--- config.mk ---
export PLATFORM = sky130hd
export DESIGN_NAME = spi_slave_resp_flat
export DESIGN_NICKNAME = d
export VERILOG_FILES = /design/src/rtl/spi_slave_resp_if.sv /design/src/rtl/spi_slave_resp.sv /design/src/flat_wrapper.sv
export SDC_FILE = /design/constraint.sdc
export NUM_CORES = 1
export LEC_CHECK = 0
export ABC_AREA = 0
export CORE_MARGIN = 5
export CORE_UTILIZATION = 40
export CTS_BUF_LIST = sky130_fd_sc_hd__clkbuf_4
export CTS_CLUSTER_DIAMETER = 40
export DETAILED_ROUTE_END_ITERATION = 6
export GPL_TIMING_DRIVEN = 0
export MAX_ROUTING_LAYER = met4
export PLACE_DENSITY_LB_ADDON = 0.3
export SETUP_SLACK_MARGIN = 0.02
export SLEW_MARGIN = 20
export SYNTH_ARGS = -nofsm -noshare
export SYNTH_HDL_FRONTEND = slang
export SYNTH_SLANG_ARGS = --single-unit
--- constraint.sdc ---
create_clock -name clk_i -period 3.1 [get_ports clk_i]
set_input_delay 0.62 -clock clk_i [delete_from_list [all_inputs] [get_ports clk_i]]
set_output_delay 0.62 -clock clk_i [all_outputs]
set_load 0.01 [all_outputs]
--- src/rtl/spi_slave_resp_if.sv ---
// spi_slave_resp_if
//   Bundle of the SPI pins and the local word-side handshake of spi_slave_resp.
//   slave modport  : view of the responder (spi_slave_resp).
//   master modport : view of whatever drives the pins and consumes words
//                    (SPI controller model plus local logic).
// Signals
//   sclk_i, cs_i, mosi_i      SPI pins from the controller (asynchronous)
//   miso_o, miso_oe_o         SPI data out and its drive enable
//   tx_data_i/valid_i/ready_o transmit holding-buffer write handshake
//   rx_data_o, rx_valid_o     received word and its one-cycle strobe
//   underrun_o, abort_o       one-cycle event strobes
//   busy_o                    frame in progress
interface spi_slave_resp_if #(
    parameter int DATA_W = 8
);
    logic              sclk_i;
    logic              cs_i;
    logic              mosi_i;
    logic              miso_o;
    logic              miso_oe_o;
    logic [DATA_W-1:0] tx_data_i;
    logic              tx_valid_i;
    logic              tx_ready_o;
    logic [DATA_W-1:0] rx_data_o;
    logic              rx_valid_o;
    logic              underrun_o;
    logic              abort_o;
    logic              busy_o;

    modport slave (
        input  sclk_i, cs_i, mosi_i, tx_data_i, tx_valid_i,
        output miso_o, miso_oe_o, tx_ready_o, rx_data_o, rx_valid_o,
               underrun_o, abort_o, busy_o
    );

    modport master (
        output sclk_i, cs_i, mosi_i, tx_data_i, tx_valid_i,
        input  miso_o, miso_oe_o, tx_ready_o, rx_data_o, rx_valid_o,
               underrun_o, abort_o, busy_o
    );
endinterface

--- src/rtl/spi_slave_resp.sv ---
// spi_slave_resp
//   SPI responder for a mode-3 link (SCLK idles high, CS active-high).
//   SCLK, CS and MOSI are oversampled in the clk_i domain. MOSI is captured on
//   SCLK rising edges into words delivered on rx_data_o/rx_valid_o. A one-entry
//   transmit holding buffer is shifted out on MISO from SCLK falling edges;
//   when the buffer is empty at a word load, TX_FILL is sent and underrun_o
//   pulses.
// Ports
//   clk_i   system clock, must run at least 8x the SCLK frequency
//   rst_i   synchronous active-high reset
//   bus     spi_slave_resp_if.slave (SPI pins + word handshake)
// Parameters
//   DATA_W  word length in bits (>= 2)
//   TX_FILL word sent when the transmit buffer is empty at a word load
// Build option
//   SPI_RESP_LSB_FIRST_EN : when defined, TX and RX are LSB first; otherwise
//                           MSB first in both directions.
//
// state     | meaning
// ----------+---------------------------------------------------------------
// WAIT_REL  | after reset; waits for CS low so a frame already running is
//           | ignored
// IDLE      | CS low, waiting for CS rise
// ACTIVE    | frame in progress, shifting on SCLK edges
module spi_slave_resp #(
    parameter int                DATA_W  = 8,
    parameter logic [DATA_W-1:0] TX_FILL = 8'hFF
) (
    input  logic                  clk_i,
    input  logic                  rst_i,
    spi_slave_resp_if.slave       bus
);

    localparam int CNT_W = $clog2(DATA_W);

    typedef enum logic [1:0] {
        ST_WAIT_REL = 2'd0,
        ST_IDLE     = 2'd1,
        ST_ACTIVE   = 2'd2
    } state_t;

    state_t            state_q,      state_d;
    logic [2:0]        sclk_sync_q,  sclk_sync_d;
    logic [2:0]        cs_sync_q,    cs_sync_d;
    logic [1:0]        mosi_sync_q,  mosi_sync_d;
    logic [CNT_W-1:0]  bit_cnt_q,    bit_cnt_d;
    logic [DATA_W-1:0] tx_shift_q,   tx_shift_d;
    logic [DATA_W-1:0] rx_shift_q,   rx_shift_d;
    logic [DATA_W-1:0] buf_data_q,   buf_data_d;
    logic              buf_full_q,   buf_full_d;
    logic              miso_q,       miso_d;
    logic [DATA_W-1:0] rx_data_q,    rx_data_d;
    logic              rx_valid_q,   rx_valid_d;
    logic              underrun_q,   underrun_d;
    logic              abort_q,      abort_d;

    logic              sclk_rise, sclk_fall;
    logic              cs_rise, cs_fall;
    logic              cs_s, mosi_s;
    logic              last_bit;
    logic              load;
    logic              wr;
    logic [DATA_W-1:0] rx_word;

    // Index 1 is the synchronised level, index 2 the previous level.
    assign cs_s      = cs_sync_q[1];
    assign mosi_s    = mosi_sync_q[1];
    assign sclk_rise =  sclk_sync_q[1] & ~sclk_sync_q[2];
    assign sclk_fall = ~sclk_sync_q[1] &  sclk_sync_q[2];
    assign cs_rise   =  cs_sync_q[1]   & ~cs_sync_q[2];
    assign cs_fall   = ~cs_sync_q[1]   &  cs_sync_q[2];

    assign last_bit  = (bit_cnt_q == CNT_W'(DATA_W - 1));
    assign wr        = bus.tx_valid_i & ~buf_full_q;

`ifdef SPI_RESP_LSB_FIRST_EN
    assign rx_word   = {mosi_s, rx_shift_q[DATA_W-1:1]};
`else
    assign rx_word   = {rx_shift_q[DATA_W-2:0], mosi_s};
`endif

    always_comb begin
        sclk_sync_d = {sclk_sync_q[1:0], bus.sclk_i};
        cs_sync_d   = {cs_sync_q[1:0],   bus.cs_i};
        mosi_sync_d = {mosi_sync_q[0],   bus.mosi_i};

        state_d     = state_q;
        bit_cnt_d   = bit_cnt_q;
        tx_shift_d  = tx_shift_q;
        rx_shift_d  = rx_shift_q;
        buf_data_d  = buf_data_q;
        buf_full_d  = buf_full_q;
        miso_d      = miso_q;
        rx_data_d   = rx_data_q;
        rx_valid_d  = 1'b0;
        underrun_d  = 1'b0;
        abort_d     = 1'b0;
        load        = 1'b0;

        case (state_q)
            ST_WAIT_REL: begin
                if (!cs_s) begin
                    state_d = ST_IDLE;
                end
            end

            ST_IDLE: begin
                if (cs_rise) begin
                    state_d = ST_ACTIVE;
                    load    = 1'b1;
                end
            end

            ST_ACTIVE: begin
                if (sclk_fall) begin
`ifdef SPI_RESP_LSB_FIRST_EN
                    miso_d     = tx_shift_q[0];
                    tx_shift_d = tx_shift_q >> 1;
`else
                    miso_d     = tx_shift_q[DATA_W-1];
                    tx_shift_d = tx_shift_q << 1;
`endif
                end

                if (sclk_rise) begin
                    if (last_bit) begin
                        rx_data_d  = rx_word;
                        rx_valid_d = 1'b1;
                        bit_cnt_d  = '0;
                        // A word completing as CS drops ends the frame; no
                        // reload, so the buffer keeps its word for next frame.
                        load       = ~cs_fall;
                    end else begin
                        rx_shift_d = rx_word;
                        bit_cnt_d  = bit_cnt_q + CNT_W'(1);
                    end
                end

                if (cs_fall) begin
                    state_d   = ST_IDLE;
                    bit_cnt_d = '0;
                    if ((bit_cnt_q != '0) && !(sclk_rise && last_bit)) begin
                        abort_d = 1'b1;
                    end
                end
            end

            default: begin
                state_d = ST_WAIT_REL;
            end
        endcase

        // Load sees the buffer as it was before this cycle's write, so a write
        // landing together with a load on an empty buffer is kept for the next
        // load while this one sends TX_FILL.
        if (load) begin
            bit_cnt_d = '0;
            if (buf_full_q) begin
                tx_shift_d = buf_data_q;
                buf_full_d = 1'b0;
            end else begin
                tx_shift_d = TX_FILL;
                underrun_d = 1'b1;
            end
        end

        if (wr) begin
            buf_data_d = bus.tx_data_i;
            buf_full_d = 1'b1;
        end
    end

    always_ff @(posedge clk_i) begin
        if (rst_i) begin
            state_q     <= ST_WAIT_REL;
            // Sync flops start at the idle/busy levels: SCLK high and CS
            // assumed asserted, so no strobe fires and WAIT_REL only leaves
            // once CS is genuinely seen low.
            sclk_sync_q <= 3'b111;
            cs_sync_q   <= 3'b111;
            mosi_sync_q <= 2'b00;
            bit_cnt_q   <= '0;
            tx_shift_q  <= '0;
            rx_shift_q  <= '0;
            buf_data_q  <= '0;
            buf_full_q  <= 1'b0;
            miso_q      <= 1'b0;
            rx_data_q   <= '0;
            rx_valid_q  <= 1'b0;
            underrun_q  <= 1'b0;
            abort_q     <= 1'b0;
        end else begin
            state_q     <= state_d;
            sclk_sync_q <= sclk_sync_d;
            cs_sync_q   <= cs_sync_d;
            mosi_sync_q <= mosi_sync_d;
            bit_cnt_q   <= bit_cnt_d;
            tx_shift_q  <= tx_shift_d;
            rx_shift_q  <= rx_shift_d;
            buf_data_q  <= buf_data_d;
            buf_full_q  <= buf_full_d;
            miso_q      <= miso_d;
            rx_data_q   <= rx_data_d;
            rx_valid_q  <= rx_valid_d;
            underrun_q  <= underrun_d;
            abort_q     <= abort_d;
        end
    end

    assign bus.miso_o     = (state_q == ST_ACTIVE) ? miso_q : 1'b0;
    assign bus.miso_oe_o  = (state_q == ST_ACTIVE);
    assign bus.busy_o     = (state_q == ST_ACTIVE);
    assign bus.tx_ready_o = ~buf_full_q;
    assign bus.rx_data_o  = rx_data_q;
    assign bus.rx_valid_o = rx_valid_q;
    assign bus.underrun_o = underrun_q;
    assign bus.abort_o    = abort_q;

endmodule

--- src/flat_wrapper.sv ---
// flat-port wrapper written by rule: the top's interface ports become plain ports
module spi_slave_resp_flat 
#(
    parameter int                DATA_W  = 8,
    parameter logic [DATA_W-1:0] TX_FILL = 8'hFF
)
  (clk_i, rst_i, bus_sclk_i, bus_cs_i, bus_mosi_i, bus_tx_data_i, bus_tx_valid_i, bus_miso_o, bus_miso_oe_o, bus_tx_ready_o, bus_rx_data_o, bus_rx_valid_o, bus_underrun_o, bus_abort_o, bus_busy_o);
  spi_slave_resp_if #(.DATA_W(DATA_W)) bus_i ();
  input  logic clk_i;
  input  logic rst_i;
  input wire logic [$bits(bus_i.sclk_i)-1:0] bus_sclk_i;
  input wire logic [$bits(bus_i.cs_i)-1:0] bus_cs_i;
  input wire logic [$bits(bus_i.mosi_i)-1:0] bus_mosi_i;
  input wire logic [$bits(bus_i.tx_data_i)-1:0] bus_tx_data_i;
  input wire logic [$bits(bus_i.tx_valid_i)-1:0] bus_tx_valid_i;
  output wire logic [$bits(bus_i.miso_o)-1:0] bus_miso_o;
  output wire logic [$bits(bus_i.miso_oe_o)-1:0] bus_miso_oe_o;
  output wire logic [$bits(bus_i.tx_ready_o)-1:0] bus_tx_ready_o;
  output wire logic [$bits(bus_i.rx_data_o)-1:0] bus_rx_data_o;
  output wire logic [$bits(bus_i.rx_valid_o)-1:0] bus_rx_valid_o;
  output wire logic [$bits(bus_i.underrun_o)-1:0] bus_underrun_o;
  output wire logic [$bits(bus_i.abort_o)-1:0] bus_abort_o;
  output wire logic [$bits(bus_i.busy_o)-1:0] bus_busy_o;
  assign bus_i.sclk_i = bus_sclk_i;
  assign bus_i.cs_i = bus_cs_i;
  assign bus_i.mosi_i = bus_mosi_i;
  assign bus_i.tx_data_i = bus_tx_data_i;
  assign bus_i.tx_valid_i = bus_tx_valid_i;
  assign bus_miso_o = bus_i.miso_o;
  assign bus_miso_oe_o = bus_i.miso_oe_o;
  assign bus_tx_ready_o = bus_i.tx_ready_o;
  assign bus_rx_data_o = bus_i.rx_data_o;
  assign bus_rx_valid_o = bus_i.rx_valid_o;
  assign bus_underrun_o = bus_i.underrun_o;
  assign bus_abort_o = bus_i.abort_o;
  assign bus_busy_o = bus_i.busy_o;
  spi_slave_resp #(.DATA_W(DATA_W), .TX_FILL(TX_FILL)) u_core (.clk_i(clk_i), .rst_i(rst_i), .bus(bus_i));
endmodule
==> reports/qor.csv <==
stage;metric;value;unit
clocking;clockBufferDepth;2;
clocking;clock_sinks;49;
clocking;clk-insertion-delay-late;360;ps
yosys;synth_area_leader_cell;dfxtp_1;
sta;hold_viol;0;
global_route;grt_pass1_vias;1474;
clocking;h-tree-depth;2;
floorplanning;ios;29;
floorplanning;die-area;6500;um2
floorplanning;start_util;41.7;%
power;swShare;24.8;%
power;finalPower;1180;uW
min_path;hold_class;register to register;
power;p_leak;0.00101;uW
placement;io_buffers;28;
clocking;cts_made_buffers;5;
sta;period_minus_slack;2490;ps
floorplanning;core-area;4790;um2
layout;syn2layout_area_growth;22.3;%
power;pwr-share-comb;12.1;%
layout;drive_gt1_share;10.5;%
yosys;syn_nets;234;
yosys;synth.area.top_cells;dfxtp_1 49%, nand2_1 8.5%, mux2i_1 8.0%;
drt;viasPerCell;4.76;
drt;antenna_left;0;
setup_path;r2r_start;u_core.state_q[0];
yosys;synth-seq-area-share;49.2;%
sta;setup_viol;0;
yosys;postSynthAreaPerCell;9.41;um2
yosys;ys_async_sr_fraction;0;%
yosys;synth_edf_count;0;
yosys;synth_cell_type_count;30;
power;p_sw;294;uW
setup_path;r2r_cells;9;
global_route;grt_max_degree;17;
setup_path;start_kind;register;
sta;rsz0062_at_grt;false;
sta;fin_setup_tns;0;ps
yosys;synth_common_cells;49 x dfxtp_1, 45 x nand2_1, 19 x a21oi_1;
clocking;clk_pin_slew;150;ps
yosys;yosysMostFrequentCell;dfxtp_1;
layout;nets;269;
min_path;whs_endpoint;u_core.sclk_sync_q[1];
setup_path;worstPathMaxFanout;9;
clocking;post_cts_resized;0;
floorplanning;rows;25;
yosys;yosys_warnings;0;
sta;relSlewSlack;60.7;%
drt;drc_errors;0;
yosys;synth.ff_latch_count;49;
global_route;grt.total_usage;13.4;%
sta;slew_viol_final;0;
power;peakVddDrop;0.305;mV
clocking;cts_hold_buf;0;
global_route;antenna_found_initial;0;
placement;dp.final_hpwl;2.77;mm
floorplanning;die_h;80.6;um
sta;finalCritPeriodShare;80.3;%
yosys;synth_top_area_share;49.2;%
setup_path;cp.required;2480;ps
power;clockPowerShare;31.7;%
placement;routabilityCongestion;0.756;
yosys;synth_cells;212;
sta;skew;19.8;ps
drt;wl_per_cell;12.0;um
global_route;grt_pass1_wl;6.68;mm
power;powerDensity;485;nW/um2
floorplanning;chipWidth;80.6;um
setup_path;worstSetupPathType;register to output pin;
drt;drtIter0Drc;88;
setup_path;critPathCaptureType;output pin;
sta;max_freq;402;MHz
drt;drt-total-wl;3.78;mm
layout;antenna_cells;0;
yosys;netlist_area;2000;um2
layout;fillCellCount;456;
clocking;postCtsSetupRepairBufs;0;
min_path;hold_path.startpoint;u_core.sclk_sync_q[0];
clocking;clock-root-buffer;clkbuf_4;
setup_path;crit_arrival;1870;ps
drt;firstDrtPassIters;4;
setup_path;r2r_slack;1090;ps
global_route;overflow;0;
drt;dr_total_vias;1500;
power;seqPwrFrac;56.2;%
job;maxCapViolCount;0;
setup_path;r2r-end;u_core.tx_shift_q[1];
yosys;synthFlopType;dfxtp_1;
status;status;completed;
clocking;cts_tree;yes;
sta;tightest_slew;590;ps
power;p_int;890;uW
min_path;whs_path_depth;1;
routing by layer:
metal	global-route usage [%]	routed length, um	vias to the layer above	share of wire [%]
met5	-	0	-	0
met4	5.07	36	0	0.95
met3	2.80	139	2	3.7
met2	20.5	1710	28	45
met1	17.4	1890	686	50
li1	-	-	784	-
state kept, by name (all words and copies together) (netlist names), 2 cells and up:
signal	cells
u_core.rx_shift_q	7
u_core.mosi_sync_q	2
u_core.state_q	2
u_core.cs_sync_q	3
u_core.buf_data_q	8
u_core.sclk_sync_q	3
u_core.tx_shift_q	8
u_core.bit_cnt_q	3
u_core.bus.rx_data_o	8
how the worst max path moves through the flow:
stage | from | to | slack, ps | cells after the start
floorplan | u_core.state_q[0] | u_core.tx_shift_q[1] | 1240 | 9
global placement | rst_i | u_core.bus.rx_data_o[1] | 960 | 4
detailed placement | rst_i | u_core.miso_q | 970 | 4
CTS | u_core.state_q[0] | bus_miso_o | 580 | 5
global route | u_core.state_q[0] | bus_miso_o | 470 | 5
finish | u_core.state_q[0] | bus_miso_o | 610 | 5
power by group through the flow:
stage / Sequential [uW] / Clock [uW] / Combinational [uW]
6_report: 665 / 375 / 144
5_1_grt: 669 / 421 / 163
4_1_cts: 665 / 390 / 146
3_5_place_dp: 679 / 0 / 145
3_3_place_gp: 678 / 0 / 142
2_1_floorplan: 674 / 0 / 96.9
through the flow:
step | hold WS [ps] | utilization [%] | instance area, um2 | worst slack (ps) | cells
after global placement | 392 | 49.3 | 2360 | 960 | 307
after detailed placement | 400 | 49.3 | 2360 | 972 | 307
after CTS | 435 | 51.0 | 2440 | 578 | 315
after floorplan | 389 | - | 2000 | 1240 | 212
after global routing | 456 | 51.0 | 2440 | 471 | 315
final | 432 | 51.0 | 2440 | 611 | 315
worst max-delay path, stage by stage (launching register included):
cell and delay [ps]:
dfxtp_1 410, inv_1 100, ha_1 240, buf_6 140, and2_1 150, clkdlybuf4s50_1 480
cells by family after synthesis:
family	synth area share [%]
AO/OA/AOI/OAI	11.9
flip-flops	49.2
AND/OR/NAND/NOR	19.9
adder cells (fa/ha/maj)	5.02
buffers and inverters	5.45
multiplexers	8.59
layout by cell type (no fill, tap or decap), types with 2 or more instances in the layout:
master	instances
dfxtp_1	49
nand2_1	45
clkdlybuf4s50_1	28
a21oi_1	19
mux2i_1	16
nor2_1	14
o311a_1	8
ha_1	8
inv_1	7
clkbuf_1	6
nor2b_1	5
or2_2	5
clkbuf_4	5
nand3b_1	3
a22oi_1	3
nor3_2	3
buf_6	2
and4b_1	2
nand2b_1	2
o21ai_0	2
nor3_1	2
cell type report:
type | instances | area (um2) | share of cell area (%)
flip-flops and latches | 49 | 981 | 40.2
multi-input cells | 143 | 906 | 37.1
repair buffers | 28 | 280 | 11.5
well taps | 67 | 83.8 | 3.43
plain buffers | 11 | 72.6 | 2.97
clock inverters | 3 | 43.8 | 1.79
clock buffers | 5 | 37.5 | 1.54
inverters | 9 | 36.3 | 1.49
Note: power is estimated with default switching activity, not from simulation.
